[src/rtl/uart_pkg.sv]
// Shared types and timing helpers for the UART blocks.
package uart_pkg;

  typedef enum logic [1:0] {
    PAR_NONE = 2'd0,
    PAR_EVEN = 2'd1,
    PAR_ODD  = 2'd2
  } parity_t;

  typedef enum logic [2:0] {
    IDLE,
    START,
    DATA,
    PAR,
    STOP,
    BREAK
  } rx_state_t;

  // Clock cycles per bit period, truncated towards zero.
  function automatic int bit_cycles(input int freq, input int baud);
    return freq / baud;
  endfunction

endpackage

[src/rtl/sync_2ff.sv]
// Two-flop synchroniser for an asynchronous single-bit input.
// The reset value is a parameter so idle-high lines do not see a false edge.
module sync_2ff #(
  parameter logic RST_VAL = 1'b0
) (
  input  logic clk,
  input  logic srst,
  input  logic d,
  output logic q
);

  logic meta_q, meta_d;
  logic sync_q, sync_d;

  always_comb begin
    meta_d = d;
    sync_d = meta_q;
  end

  always_ff @(posedge clk) begin
    if (srst) begin
      meta_q <= RST_VAL;
      sync_q <= RST_VAL;
    end else begin
      meta_q <= meta_d;
      sync_q <= sync_d;
    end
  end

  assign q = sync_q;

endmodule

[src/rtl/uart_rx_param.sv]
// Parametrised UART receiver: mid-bit sampling, glitch rejection, parity/frame
// error flags, break handling and a valid/ready output with overrun pulse.
module uart_rx_param
  import uart_pkg::*;
#(
  parameter int FREQ_CLK  = 100000000,
  parameter int BAUD      = 115200,
  parameter int DATA_BITS = 8,
  parameter int PARITY    = 0,
  parameter int STOP_BITS = 1
) (
  input  logic                 Clk,
  input  logic                 Rst,
  input  logic                 RXD,
  output logic [DATA_BITS-1:0] Data_Out,
  output logic                 Data_Valid,
  input  logic                 Data_Ready,
  output logic                 Parity_Err,
  output logic                 Frame_Err,
  output logic                 Overrun,
  output logic                 Busy
);

  localparam int BIT_CYCLES = bit_cycles(FREQ_CLK, BAUD);
  localparam int HALF       = BIT_CYCLES / 2;
  localparam int CW         = $clog2(BIT_CYCLES);

  localparam logic [CW-1:0] HALF_M1   = CW'(HALF - 1);
  localparam logic [CW-1:0] BIT_M1    = CW'(BIT_CYCLES - 1);
  localparam logic [3:0]    LAST_DATA = 4'(DATA_BITS - 1);
  localparam logic [3:0]    LAST_STOP = 4'(STOP_BITS - 1);
  localparam parity_t       PAR_MODE  = parity_t'(PARITY[1:0]);

  if (DATA_BITS < 5 || DATA_BITS > 9) begin : g_err_data_bits
    $error("uart_rx_param: DATA_BITS must be in 5..9");
  end
  if (PARITY < 0 || PARITY > 2) begin : g_err_parity
    $error("uart_rx_param: PARITY must be 0, 1 or 2");
  end
  if (STOP_BITS < 1 || STOP_BITS > 2) begin : g_err_stop_bits
    $error("uart_rx_param: STOP_BITS must be 1 or 2");
  end
  if (BIT_CYCLES < 4) begin : g_err_bit_cycles
    $error("uart_rx_param: FREQ_CLK/BAUD must be at least 4");
  end

  logic rxd_s;

  sync_2ff #(.RST_VAL(1'b1)) u_sync (
    .clk  (Clk),
    .srst (Rst),
    .d    (RXD),
    .q    (rxd_s)
  );

  rx_state_t            state_q, state_d;
  logic [CW-1:0]        cnt_q, cnt_d;
  logic [3:0]           bit_idx_q, bit_idx_d;
  logic [DATA_BITS-1:0] shift_q, shift_d;
  logic                 perr_q, perr_d;
  logic                 ferr_q, ferr_d;
  logic                 rxd_prev_q, rxd_prev_d;
  logic                 complete;

  always_comb begin
    state_d    = state_q;
    cnt_d      = cnt_q + 1'b1;
    bit_idx_d  = bit_idx_q;
    shift_d    = shift_q;
    perr_d     = perr_q;
    ferr_d     = ferr_q;
    rxd_prev_d = rxd_s;
    complete   = 1'b0;

    case (state_q)
      IDLE: begin
        cnt_d = '0;
        if (rxd_prev_q && !rxd_s) begin
          state_d   = START;
          bit_idx_d = '0;
          perr_d    = 1'b0;
          ferr_d    = 1'b0;
        end
      end
      START: begin
        // A line that is high again at mid start bit was only a glitch.
        if (cnt_q == HALF_M1) begin
          cnt_d   = '0;
          state_d = rxd_s ? IDLE : DATA;
        end
      end
      DATA: begin
        if (cnt_q == BIT_M1) begin
          cnt_d   = '0;
          shift_d = {rxd_s, shift_q[DATA_BITS-1:1]};
          if (bit_idx_q == LAST_DATA) begin
            bit_idx_d = '0;
            state_d   = (PAR_MODE == PAR_NONE) ? STOP : PAR;
          end else begin
            bit_idx_d = bit_idx_q + 1'b1;
          end
        end
      end
      PAR: begin
        if (cnt_q == BIT_M1) begin
          cnt_d   = '0;
          perr_d  = (^shift_q) ^ rxd_s ^ (PAR_MODE == PAR_ODD);
          state_d = STOP;
        end
      end
      STOP: begin
        if (cnt_q == BIT_M1) begin
          cnt_d  = '0;
          ferr_d = ferr_q | ~rxd_s;
          if (bit_idx_q == LAST_STOP) begin
            complete  = 1'b1;
            bit_idx_d = '0;
            // A low final stop bit may be a break; hold off until the line idles.
            state_d   = rxd_s ? IDLE : BREAK;
          end else begin
            bit_idx_d = bit_idx_q + 1'b1;
          end
        end
      end
      BREAK: begin
        cnt_d = '0;
        if (rxd_s) begin
          state_d = IDLE;
        end
      end
      default: begin
        state_d = IDLE;
        cnt_d   = '0;
      end
    endcase
  end

  logic [DATA_BITS-1:0] dout_q, dout_d;
  logic                 dv_q, dv_d;
  logic                 pe_q, pe_d;
  logic                 fe_q, fe_d;
  logic                 ovr_q, ovr_d;
  logic                 accept;

  always_comb begin
    dout_d = dout_q;
    dv_d   = dv_q;
    pe_d   = pe_q;
    fe_d   = fe_q;
    ovr_d  = 1'b0;
    accept = dv_q && Data_Ready;

    if (accept) begin
      dv_d = 1'b0;
    end
    if (complete) begin
      if (!dv_q || accept) begin
        dv_d   = 1'b1;
        dout_d = shift_q;
        pe_d   = perr_q;
        fe_d   = ferr_d;
      end else begin
        ovr_d = 1'b1;
      end
    end
  end

  always_ff @(posedge Clk) begin
    if (Rst) begin
      state_q    <= IDLE;
      cnt_q      <= '0;
      bit_idx_q  <= '0;
      shift_q    <= '0;
      perr_q     <= 1'b0;
      ferr_q     <= 1'b0;
      rxd_prev_q <= 1'b1;
      dout_q     <= '0;
      dv_q       <= 1'b0;
      pe_q       <= 1'b0;
      fe_q       <= 1'b0;
      ovr_q      <= 1'b0;
    end else begin
      state_q    <= state_d;
      cnt_q      <= cnt_d;
      bit_idx_q  <= bit_idx_d;
      shift_q    <= shift_d;
      perr_q     <= perr_d;
      ferr_q     <= ferr_d;
      rxd_prev_q <= rxd_prev_d;
      dout_q     <= dout_d;
      dv_q       <= dv_d;
      pe_q       <= pe_d;
      fe_q       <= fe_d;
      ovr_q      <= ovr_d;
    end
  end

  assign Data_Out   = dout_q;
  assign Data_Valid = dv_q;
  assign Parity_Err = pe_q;
  assign Frame_Err  = fe_q;
  assign Overrun    = ovr_q;
  assign Busy       = (state_q != IDLE);

endmodule

[config.mk]
export PLATFORM = sky130hd
export DESIGN_NAME = uart_rx_param
export DESIGN_NICKNAME = d
export VERILOG_FILES = /design/src/rtl/uart_pkg.sv /design/src/rtl/sync_2ff.sv /design/src/rtl/uart_rx_param.sv
export SDC_FILE = /design/constraint.sdc
export NUM_CORES = 1
export LEC_CHECK = 0
export CAP_MARGIN = 20
export CORE_MARGIN = 2
export CORE_UTILIZATION = 45
export CTS_BUF_LIST = sky130_fd_sc_hd__clkbuf_16
export DETAILED_ROUTE_END_ITERATION = 8
export PLACE_DENSITY = 0.7
export SLEW_MARGIN = 30
export SYNTH_ARGS = -nofsm -noshare
export SYNTH_HDL_FRONTEND = slang
export SYNTH_SLANG_ARGS = --single-unit
[constraint.sdc]
create_clock -name Clk -period 3.7 [get_ports Clk]
set_input_delay 0.555 -clock Clk [delete_from_list [all_inputs] [get_ports Clk]]
set_output_delay 0.555 -clock Clk [all_outputs]
set_load 0.01 [all_outputs]
# Word-level counts from Yosys, hierarchy flattened
# Index checks and enable logic that the tools add are counted.
dict set report word_totals {
  out_inout_bits 13
  wordCells 87
  inputBits 4
  regBits 42
}
dict set report op_classes {
  bitwise_logic 4
  n_eq_ne 16
  addsub 2
  muxes 33
  n_reduce_logical 18
}
# op count
set ops {}
lappend ops {{$mux 3} 9}
lappend ops {{$mux 10} 2}
lappend ops {{$mux 4} 5}
lappend ops {{$pmux 10 s2} 1}
lappend ops {{$pmux 3 s6} 1}
lappend ops {{$ne 2x2->1 const B} 7}
lappend ops {{$pmux 4 s3} 1}
lappend ops {{$mux 1} 11}
lappend ops {{$add 10x1->10 const B} 1}
lappend ops {{$eq 10x10->1 const B} 1}
lappend ops {{$eq 10x9->1 const B} 1}
lappend ops {{$reduce_and 8->1} 1}
lappend ops {{$reduce_xor 8->1} 1}
lappend ops {{$eq 3x2->1 const B} 2}
lappend ops {{$eq 3x3->1 const B} 2}
lappend ops {{$reduce_bool 3->1} 2}
lappend ops {{$add 4x1->4 const B} 1}
lappend ops {{$eq 4x3->1 const B} 1}
lappend ops {{$logic_not 4->1} 1}
lappend ops {{$pmux 1 s2} 2}
lappend ops {{$reduce_and 2->1} 2}
lappend ops {{$reduce_and 4->1} 1}
lappend ops {{$eq 3x1->1 const B} 1}
lappend ops {{$logic_not 3->1} 1}
lappend ops {{12 further kinds} 15}

# Depth between registers and ports, before layout
dict set report logic_depth {
  word_depth 6
  ltp_mapped 8
  mapped_depth_nobuf 7
}

# Hierarchy
# Synthesis repeated with hierarchy kept, for this count alone.
dict set report hier_totals {
  hier_cells 209
  hier_area_um2 1931.9
}
# module cells_each area_per_inst_um2 seq_area_each_um2 n_inst
set modules_own_cells {}
lappend modules_own_cells {uart_rx_param 205 1879.3 800.8 1}
lappend modules_own_cells {sync_2ff 4 52.6 40.0 1}

# Worst setup path before layout
# Ideal clock, no wire load.
dict set report synth_timing {
  kind {register to register}
  startpoint {register cnt_q[0]}
  endpoint {register bit_idx_q[3]}
  required_time_ns 3.630
  path_slack_ns 1.757
  t_arrival_ns 1.872
  path_buffers 0
  setup_time_ns 0.070
  stages_incl_launch_ff 7
  synth_period_minus_slack_ns 1.943
  cell_sequence {dfxtp_1 -> ha_1 -> nand2_1 -> nor4_4 -> a21boi_4 -> or4_1 -> a21oi_1}
}
dict set report synth_via {
  elab_chain_cells 3
  elab_cells_between_ends 4
  cone_classes {3 x eq/ne; 1 x reduce/logical}
}
# element line_no
set synth_lines {}
lappend synth_lines {{start, declared} uart_rx_param.sv:57} ;# logic [CW-1:0] cnt_q, cnt_d;
lappend synth_lines {{start signal, assigned} uart_rx_param.sv:184} ;# cnt_q <= cnt_d;
lappend synth_lines {{$eq 10x10->1 *} {uart_rx_param.sv:93, uart_rx_param.sv:112}}
lappend synth_lines {{$ne 2x2->1 (no line)} n/a}
lappend synth_lines {{$reduce_and 4->1 (no line) *} n/a}
lappend synth_lines {{end signal, assigned} uart_rx_param.sv:185} ;# bit_idx_q <= bit_idx_d;
lappend synth_lines {{end, declared} uart_rx_param.sv:58} ;# logic [3:0] bit_idx_q, bit_idx_d;
# Every way passes the cells marked *; elsewhere a longest branch is shown, timed or not.
# A chain may end at the register's enable or synchronous reset.

# Final worst setup path
dict set report layout_timing {
  startpoint {register cnt_q[0]}
  endpoint {register pe_q (netlist: Parity_Err)}
}
dict set report layout_via {
  elab_chain_cells 4
}
# element line_no
set layout_lines {}
lappend layout_lines {{$eq 10x10->1} uart_rx_param.sv:112} ;# if (cnt_q == BIT_M1) begin
lappend layout_lines {{$mux 1} uart_rx_param.sv:112}
lappend layout_lines {{$mux 1} uart_rx_param.sv:75} ;# case (state_q)
lappend layout_lines {{$reduce_and 2->1 (no line)} n/a}
lappend layout_lines {{end signal, assigned} uart_rx_param.sv:192} ;# pe_q <= pe_d;
lappend layout_lines {{end, declared} uart_rx_param.sv:140} ;# logic pe_q, pe_d;
# No other way between the ends.

==> impl_metrics.csv <==
group,metric,value,unit
critical_path,ff2ff_path_depth,6,
die,die_h,69.52,um
sta,rsz0062_at_grt,"false",
power_and_ir_drop,swShare,0.2259,
power_and_ir_drop,vdd_drop_max,0.0002451,V
power_and_ir_drop,internal_power,814.7,uW
critical_path,endpoint_kind,"flip-flop",
clock_network,ctsResizeCount,0,
critical_path,reg2reg_from,"cnt_q[0]",
min_path,hold_end,"u_sync.q",
sta,hold_violations,0,
placement,gp_congestion,0.8014,
grt,grt_max_degree,23,
placement,dpl.hpwl,2.360,mm
critical_path,setup.reg_to_reg.worst_slack,1350,ps
run,maxCapViolations,0,
min_path,hold_path.startpoint,"u_sync.meta_q",
finish,area_delta_synth_final,18.13,%
grt,grt_util_met2,0.2254,
clock_network,cts_sinks,42,
die,core,0.004058,sq mm
clock_network,cts_buffer_depth,2,
critical_path,worstPathMaxFanout,10,
finish,multiInputGateArea,0.001018,sq mm
placement,placed_area,0.002123,sq mm
sta,setup_tns,0,ps
synth,synth.top_cell.area_share,0.4352,
synth,syn_area_per_cell,9.470,sq um
die,ios,17,
clock_network,ctsHoldBuffers,0,
die,chipWidth,69.52,um
critical_path,cp_slowest_stage_delay,640,ps
min_path,whs_path_depth,1,
run_status,outcome,"completed",
route,routed_wl,3.428,mm
sta,setup_violations,0,
critical_path,cp_num_buf_inv,0,
synth,synth_edf_count,0,
route,drtIter0Drc,56,
placement,numPortBuffers,16,
synth,synthTopCellsByArea,"dfxtp_1, mux2i_1, nor2_1",
sta,period_needed,2352,ps
power_and_ir_drop,leakagePower,0.0008482,uW
grt,grt_pass1_vias,1263,
synth,synth_largest_area_cell,"dfxtp_1",
sta,final.setup_skew,5.085,ps
grt,use_met3,0.04797,
die,die-area,0.004833,sq mm
critical_path,crit_family,"simple AND/OR/NAND/NOR gates",
grt,use_met1,0.2065,
finish,fill_cells,369,
sta,timing.slew.headroom,0.5428,
synth,async_flop_share,0,
synth,yosysUniqueCellTypes,49,
min_path,min_path_type,"reg -> reg",
die,initial_core_util,0.4761,
finish,num-nets-final,229,
synth,synthesis.nets,212,
critical_path,crit_type,"reg -> reg",
route,via_per_inst,5.122,
synth,syn-instance-count,204,
critical_path,required,3870,ps
finish,seq_area,840.8,sq um
power_and_ir_drop,power_density,461.2,mW/mm^2
route,ant_nets,0,
sta,max_freq,0.4252,GHz
grt,grt-busiest-layer,"met2",
grt,grt_pass1_wl,5.823,mm
critical_path,worstReg2RegEnd,"Parity_Err",
critical_path,path_cells,"ha_1 -> nand2_1 -> nor4_4 -> and3_1 -> mux2i_1 -> nor2_1",
critical_path,cp_slowest_cell,"and3_1",
synth,synthFlopType,"dfxtp_1",
synth,synth-seq-cells,42,
sta,post-route-period-util,0.6356,
sta,worst_slew_pin_slew,684.4,ps
clock_network,numCtsBuffers,5,
route,dr.pass1.iters,4,
finish,drive_above_1_share,0.09050,
clock_network,postCtsSetupBuffers,0,
clock_network,cts_htree_levels,2,
synth,synth_area,0.001932,sq mm
power_and_ir_drop,power_frac_seq,0.453,
clock_network,cts_root_buffer,"clkbuf_16",
sta,drv_slew,0,
power_and_ir_drop,combPwrFrac,0.095,
power_and_ir_drop,switchingPower,237.8,uW
route,wl_per_cell,12.65,um
die,rows,23,
clock_network,clkTransAtPathRegs,50,ps
grt,antenna_found_initial,0,
grt,globalRouteOverflowTotal,0,
power_and_ir_drop,pwr-share-clk,0.452,
critical_path,arrival,2520,ps
synth,seq_area_frac_synth,0.4352,
grt,grt_util_all_layers,0.1526,
route,drcViolationCount,0,
clock_network,insertion_delay,280,ps
synth,ys_warn_count,0,
finish,design_area,0.002282,sq mm
route,vias,1388,
finish,diodes,0,
critical_path,startpoint,"cnt_q[0]",
clock_network,cts_tree,"done",
critical_path,start_kind,"flip-flop",
==> sequential cells by signal (all words and copies together), names as in the netlist <==
signal and flops:
Parity_Err 1, rxd_prev_q 1, Data_Out 8, Data_Valid 1
Frame_Err 1, perr_q 1, u_sync.meta_q 1, shift_q 8
u_sync.q 1, Overrun 1, ferr_q 1, state_q 3
bit_idx_q 4, cnt_q 10
==> stage by stage <==
stage / util / power [uW] / worst slack (ps) / hold slack [ps] / std cells
floorplan: - / 564.7 / 1757 / 389.5 / 204
global placement: 0.5233 / 587.1 / 1400 / 395.1 / 264
detailed placement: 0.5233 / 587.2 / 1369 / 397.4 / 264
CTS: 0.5624 / 1066 / 1327 / 411.3 / 271
global route: 0.5624 / 1100 / 1170 / 421.9 / 271
finish: 0.5624 / 1052 / 1348 / 408.8 / 271
==> synth_stat cells (all sizes together), types with 2 or more instances <==
cell / n
o211ai: 3
o41ai: 2
o21ai: 4
xnor2: 10
nor2b: 4
nand2: 7
nor4: 2
inv: 9
buf: 3
or2: 5
and3: 2
nand3: 7
dfxtp: 42
mux2i: 18
nor3: 5
xor2: 5
clkbuf: 4
nand2b: 2
or3: 3
nand4: 2
nor2: 36
or3b: 3
ha: 4
a21oi: 5
==> cells in the final DEF, fill, tap and decap left out, types with 5 or more instances in the layout <==
cell type	count
a21oi_1	5
clkbuf_16	5
clkdlybuf4s50_1	16
dfxtp_1	42
inv_1	9
mux2i_1	18
nand2_1	7
nand3_1	6
nor2_1	36
nor3_1	5
xnor2_1	10
xor2_1	5
==> cells by family after synthesis <==
group / count (synthesis) / synth area share
compound gates: 23 / 0.09132
xor+xnor: 16 / 0.07966
fa+ha+maj: 4 / 0.02591
buf+inv: 16 / 0.03756
flops: 42 / 0.4352
mux: 19 / 0.09909
simple gates: 84 / 0.2312
==> per-layer routing <==
layer  share of wire  vias to the layer above
li1                -                      740
met1            0.52                      625
met2            0.43                       17
met3           0.034                        6
met4           0.013                        0
met5               0                        -
==> worst max path at each step <==
| stage | slack (ps) | cells past startpoint | endpoint |
|---|---|---|---|
| global route | 1170 | 6 | Frame_Err |
| floorplan | 1760 | 6 | bit_idx_q[3] |
| CTS | 1330 | 6 | Parity_Err |
| finish | 1350 | 6 | Parity_Err |
| global placement | 1400 | 6 | Frame_Err |
| detailed placement | 1370 | 6 | Data_Out[4] |
==> cell type report <==
class | count | area share
Clock buffer | 5 | 0.05482
Clock inverter | 2 | 0.01480
Inverter | 9 | 0.01480
Multi-Input combinational cell | 146 | 0.4463
Sequential cell | 42 | 0.3684
Tap cell | 50 | 0.02741
Timing Repair Buffer | 17 | 0.07346
==> power by group through the flow <==
stage                     clock [uW]  combinational (uW)  sequential, uW
after floorplan                    0                86.7             478
after global placement             0                 100             487
after detailed placement           0                 100             487
after CTS                        488                 101             477
after global routing             510                 110             480
final                            476                99.8             477
No activity file was read; power rests on OpenSTA's default activity.
